[src/rtl/cpu_data_sink_if.sv]
// Per-CPU 64-bit valid/ready beat stream between the multisim server and a sink.
// data[63:32] carries the CPU index, data[31:0] the sequence number.
interface cpu_data_sink_if;
    logic        data_vld;
    logic        data_rdy;
    logic [63:0] data;

    modport master (
        output data_vld,
        output data,
        input  data_rdy
    );

    modport slave (
        input  data_vld,
        input  data,
        output data_rdy
    );
endinterface

[src/rtl/cpu_data_sink.sv]
// Server-side consumer for one CPU's beat stream. It applies LFSR-driven
// backpressure, checks CPU index, sequence order and handshake stability,
// counts accepted beats and flags completion after N_TRANSACTIONS beats.
module cpu_data_sink #(
    parameter int unsigned N_TRANSACTIONS = 1000,
    parameter int unsigned RDY_THROTTLE   = 2,
    parameter logic [15:0] LFSR_SEED      = 16'hACE1
) (
    input  logic                  clk,
    input  logic                  rst,
    input  logic [31:0]           cpu_index,
    cpu_data_sink_if.slave        bus,
    output logic [31:0]           rx_count,
    output logic                  error,
    output logic [15:0]           error_count,
    output logic [63:0]           first_error_data,
    output logic                  transactions_done
);

    localparam logic [3:0]  THROTTLE  = 4'(RDY_THROTTLE);
    localparam logic [31:0] N_LIMIT   = 32'(N_TRANSACTIONS);
    localparam logic [15:0] LFSR_TAPS = 16'hB400;

    typedef enum logic [1:0] {
        IDLE = 2'd0,
        RUN  = 2'd1,
        DONE = 2'd2
    } state_t;

    state_t      state;
    state_t      state_next;
    logic [15:0] lfsr;
    logic [15:0] lfsr_next;
    logic [31:0] exp_seq;
    logic        hold_pend;
    logic [63:0] hold_data;
    logic        xfer;
    logic        idx_bad;
    logic        seq_bad;
    logic        stab_bad;
    logic        any_fail;
    logic        last_beat;
    logic        rdy_next;

    // Next state, transfer detection, beat checks and next ready value.
    always_comb begin
        state_next = state;
        lfsr_next  = {1'b0, lfsr[15:1]} ^ (lfsr[0] ? LFSR_TAPS : '0);
        xfer       = (state == RUN) && bus.data_vld && bus.data_rdy;
        idx_bad    = xfer && (bus.data[63:32] != cpu_index);
        seq_bad    = xfer && (bus.data[31:0] != exp_seq);
        // A beat offered but not taken last cycle must be held unchanged.
        stab_bad   = (state != DONE) && hold_pend &&
                     (!bus.data_vld || (bus.data != hold_data));
        any_fail   = idx_bad || seq_bad || stab_bad;
        last_beat  = xfer && ((rx_count + 32'd1) == N_LIMIT);

        case (state)
            IDLE:    state_next = RUN;
            RUN:     if (rx_count == N_LIMIT) state_next = DONE;
            DONE:    state_next = DONE;
            default: state_next = IDLE;
        endcase

        // Ready is only produced from RUN, so it first rises on the second
        // edge after reset release. It drops on the edge of the final
        // beat so no extra beat slips in before DONE is reached.
        rdy_next = 1'b0;
        if ((state == RUN) && (rx_count != N_LIMIT) && !last_beat) begin
            rdy_next = ({1'b0, lfsr[2:0]} >= THROTTLE);
        end
    end

    // State, LFSR, ready, stability history, counters and error capture.
    always_ff @(posedge clk) begin
        if (rst) begin
            state            <= IDLE;
            lfsr             <= LFSR_SEED;
            bus.data_rdy     <= 1'b0;
            hold_pend        <= 1'b0;
            hold_data        <= '0;
            exp_seq          <= '0;
            rx_count         <= '0;
            error            <= 1'b0;
            error_count      <= '0;
            first_error_data <= '0;
        end else begin
            state        <= state_next;
            lfsr         <= lfsr_next;
            bus.data_rdy <= rdy_next;
            hold_pend    <= (state != DONE) && bus.data_vld && !bus.data_rdy;
            hold_data    <= bus.data;
            if (xfer) begin
                rx_count <= rx_count + 32'd1;
                exp_seq  <= bus.data[31:0] + 32'd1;
            end
            if (any_fail) begin
                error <= 1'b1;
                if (error_count != '1) begin
                    error_count <= error_count + 16'd1;
                end
                if (!error) begin
                    first_error_data <= bus.data;
                end
            end
        end
    end

    assign transactions_done = (state == DONE);

endmodule

[src/flat_wrapper.sv]
// flat-port wrapper written by rule: the top's interface ports become plain ports
module cpu_data_sink_flat 
#(
    parameter int unsigned N_TRANSACTIONS = 1000,
    parameter int unsigned RDY_THROTTLE   = 2,
    parameter logic [15:0] LFSR_SEED      = 16'hACE1
)
  (clk, rst, cpu_index, rx_count, error, error_count, first_error_data, transactions_done, bus_data_vld, bus_data, bus_data_rdy);
  cpu_data_sink_if bus_i ();
  input  logic clk;
  input  logic rst;
  input  logic [31:0] cpu_index;
  output logic [31:0] rx_count;
  output logic error;
  output logic [15:0] error_count;
  output logic [63:0] first_error_data;
  output logic transactions_done;
  input wire logic [$bits(bus_i.data_vld)-1:0] bus_data_vld;
  input wire logic [$bits(bus_i.data)-1:0] bus_data;
  output wire logic [$bits(bus_i.data_rdy)-1:0] bus_data_rdy;
  assign bus_i.data_vld = bus_data_vld;
  assign bus_i.data = bus_data;
  assign bus_data_rdy = bus_i.data_rdy;
  cpu_data_sink #(.N_TRANSACTIONS(N_TRANSACTIONS), .RDY_THROTTLE(RDY_THROTTLE), .LFSR_SEED(LFSR_SEED)) u_core (.clk(clk), .rst(rst), .cpu_index(cpu_index), .bus(bus_i), .rx_count(rx_count), .error(error), .error_count(error_count), .first_error_data(first_error_data), .transactions_done(transactions_done));
endmodule
[config.mk]
export PLATFORM = sky130hd
export DESIGN_NAME = cpu_data_sink_flat
export DESIGN_NICKNAME = d
export VERILOG_FILES = /design/src/rtl/cpu_data_sink_if.sv /design/src/rtl/cpu_data_sink.sv /design/src/flat_wrapper.sv
export SDC_FILE = /design/constraint.sdc
export NUM_CORES = 1
export LEC_CHECK = 0
export BUFFER_PORTS_ARGS = -buffer_cell sky130_fd_sc_hd__buf_2
export CELL_PAD_IN_SITES_DETAIL_PLACEMENT = 2
export CELL_PAD_IN_SITES_GLOBAL_PLACEMENT = 2
export CORE_UTILIZATION = 36
export DETAILED_ROUTE_END_ITERATION = 8
export MAX_ROUTING_LAYER = met4
export PLACE_DENSITY = 0.93
export SYNTH_ARGS = -nofsm -noshare
export SYNTH_HDL_FRONTEND = slang
export SYNTH_SLANG_ARGS = --single-unit
[constraint.sdc]
create_clock -name clk -period 4.3 [get_ports clk]
set_input_delay 0.215 -clock clk [delete_from_list [all_inputs] [get_ports clk]]
set_output_delay 0.215 -clock clk [all_outputs]
set_load 0.02 [all_outputs]
==> impl_metrics.env <==
export IMPL_hold_path_class="input port to flip-flop"
export IMPL_yosysWarnings=0
export IMPL_fp_dieW_um=176
export IMPL_clockBufferDepth=3
export IMPL_nets=1503
export IMPL_relSlewSlack=0.199
export IMPL_area_growth_pct=21.5
export IMPL_h_tree_depth=1
export IMPL_synth_distinct_cells=59
export IMPL_syn_avg_cell_area_um2=8.98
export IMPL_io_pins=214
export IMPL_status="finished, final reports clean"
export IMPL_r2r_end="u_core.first_error_data[42]$_SDFFE_PP0P_"
export IMPL_fin_tns_setup_ns=0
export IMPL_power_mw=5.77
export IMPL_dpl_instance_area_mm2=0.0121
export IMPL_holdPathStages=2
export IMPL_final_area_mm2=0.0132
export IMPL_fp_dieH_um=176
export IMPL_totalWireLength_um=51800
export IMPL_drc=0
export IMPL_cts_tree="built"
export IMPL_ys_async_sr_fraction=0
export IMPL_clock_latency_ns=0.55
export IMPL_worstSetupPathType="flip-flop to flip-flop"
export IMPL_ir_worst_vdd_uv=282
export IMPL_final_cell_mix="dfxtp_1, buf_2, nor2_1"
export IMPL_antenna_found_initial=9
export IMPL_portBuffers=213
export IMPL_final_common_cell="dfxtp_1"
export IMPL_worstSetupEndpointType="flip-flop"
export IMPL_cts_repair_timing_setup_buffer_count=0
export IMPL_hold_violations=0
export IMPL_routabilityCongestion=0.972
export IMPL_coreArea_mm2=0.0297
export IMPL_period_share=0.993
export IMPL_syn_cell_area_mm2=0.0109
export IMPL_whs_ns=0.00548
export IMPL_cts_resized=0
export IMPL_syn_nets=1317
export IMPL_ctsHoldBuffers=18
export IMPL_clk_pin_slew_worst_paths_ns=0.07
export IMPL_final_util=0.445
export IMPL_fin_skew_ns=0.0140
export IMPL_reg2reg_slack_ns=0.03
export IMPL_wl_per_cell_um=28.5
export IMPL_synth_cells=1211
export IMPL_slew_violations=0
export IMPL_gr_usage_all_layers=0.340
export IMPL_gr_total_overflow=0
export IMPL_cp_start_kind="flip-flop"
export IMPL_drt_iter0_drc=798
export IMPL_drv_cap=0
export IMPL_rows=63
export IMPL_pwr_density_cell_mw_per_mm2=437
export IMPL_grt_first_pass_wirelength_um=76700
export IMPL_r2r_start="u_core.hold_data[8]$_SDFF_PP0_"
export IMPL_ys_seq_elements=229
export IMPL_fmax_mhz=234
export IMPL_min_to="u_core.hold_data[31]$_SDFF_PP0_"
export IMPL_fin_cells=1816
export IMPL_post_route_cells_drive_above_1_share=0.201
export IMPL_dr_pass1_iters=6
export IMPL_grt_pass1_vias=11633
export IMPL_final_setup_viol_count=0
export IMPL_place_detailed_hpwl_um=31300
export IMPL_holdCritStartpoint="bus_data[31]"
export IMPL_die_area_mm2=0.0309
export IMPL_rr_worst_depth=9
export IMPL_postRouteAntennaNets=0
export IMPL_ys_flop_type="dfxtp_1"
export IMPL_worstMarginPinSlew_ns=1.20
export IMPL_via_per_inst=5.76
export IMPL_critPathRequiredTime_ns=4.70
export IMPL_start_util=0.366
export IMPL_post_place_cells=1740
export IMPL_numCtsBuffers=27
export IMPL_grt_max_degree=140
export IMPL_arrival_ns=4.67
export IMPL_power_leakage_nw=5.14
export IMPL_crit_fanout=40
export IMPL_vias=10463
export IMPL_worst_slack_ns=0.0302
export IMPL_clkSinkCount=229
export IMPL_layout_min_cycle_time_ns=4.27
export IMPL_root_buffer="clkbuf_16"
export IMPL_dp_slack_ns=0.546
export IMPL_synth_edf_count=0
export IMPL_ys_seq_area_frac=0.421
export IMPL_rsz0062_at_grt="no"
[cells in the mapped netlist (3+ instances only)]
cell type,count,area [um2]
o21ai_0,12,60.1
nand2b_1,42,263
nor2_1,171,642
buf_1,7,26.3
inv_1,17,63.8
mux2i_1,66,661
ha_1,7,87.6
dfxtp_1,229,4580
or2b_1,3,22.5
nor3b_1,4,30.0
nor3_1,17,85.1
a211oi_1,27,203
a21oi_1,19,95.1
buf_4,3,22.5
and3_1,26,163
nand2_1,54,203
clkbuf_1,44,165
or3_1,10,62.6
xor2_1,50,438
and4_1,6,52.6
or2_2,7,43.8
nor2b_1,71,444
nand4_1,53,332
nor4_1,13,81.3
buf_6,7,78.8
a311oi_1,4,35.0
and2_1,5,31.3
buf_2,16,80.1
xnor2_1,132,1160
nand3_1,41,205
o2111ai_1,8,70.1
[worst max-delay path: stages (launching register included)]
cell and delay (ns):
dfxtp_1 0.33, xnor2_1 0.62, nand4_1 0.22, nor4_1 0.46, nand3_1 0.16, o311ai_1 0.68, a21oi_4 0.46, buf_4 0.51
mux2i_1 0.47, nor2_1 0.18
[power breakdown]
part	leakage, nW	total, mW	internal [mW]	switching [mW]
Combinational	2.82	1.03	0.359	0.671
Sequential	1.87	2.34	2.25	0.0910
Clock	0.448	2.40	1.40	0.995
Total	5.14	5.77	4.02	1.76
[cell families after synthesis]
kind of cell | count (synthesis) | synth area share
AOI/OAI and AO/OA | 86 | 0.0559
xor gates and xnor gates | 182 | 0.147
adders and majority gates | 7 | 0.00805
buffers and inverters | 94 | 0.0401
DFF | 229 | 0.421
muxes | 71 | 0.0666
and+or+nand+nor | 542 | 0.261
[worst max path at each step]
| stage | from | end | slack, ns | depth (start not counted) |
|---|---|---|---|---|
| finish | u_core.hold_data[8]$_SDFF_PP0_ | u_core.first_error_data[42]$_SDFFE_PP0P_ | 0.03 | 9 |
| global route | u_core.hold_data[23]$_SDFF_PP0_ | u_core.first_error_data[42]$_SDFFE_PP0P_ | 0.02 | 9 |
| CTS | u_core.hold_data[8]$_SDFF_PP0_ | u_core.first_error_data[42]$_SDFFE_PP0P_ | 0.45 | 9 |
| detailed placement | bus_data[12] | u_core.first_error_data[42]$_SDFFE_PP0P_ | 0.55 | 10 |
| global placement | bus_data[23] | u_core.first_error_data[56]$_SDFFE_PP0P_ | 0.69 | 10 |
| floorplan | u_core.rx_count[21]$_SDFFE_PP0P_ | u_core.bus.data_rdy$_SDFF_PP0_ | 1.95 | 10 |
[cell type report]
type,instances,area [um2]
fillers,3216,16500
multi-input cells,888,5870
flip-flops and latches,229,4580
repair buffers,234,1290
clock buffers,40,805
well taps,390,488
clock inverters,8,90.1
inverters,17,63.8
diodes,10,25.0
[sequential cells by signal (all words and copies together) (netlist names)]
signal,cells
u_core.first_error_data,64
u_core.hold_data,64
u_core.exp_seq,32
u_core.rx_count,32
u_core.error_count,16
u_core.lfsr,16
u_core.state,2
u_core.bus.data_rdy,1
u_core.error,1
u_core.hold_pend,1
[metal layers]
| metal | GRT usage | up-vias | wire (um) |
|---|---|---|---|
| met2 | 0.559 | 560 | 24700 |
| li1 | - | 4467 | - |
| met3 | 0.0615 | 251 | 3270 |
| met1 | 0.379 | 5185 | 20000 |
| met5 | - | - | 0 |
| met4 | 0.217 | 0 | 3800 |
No activity file was read; power rests on OpenSTA's default activity.
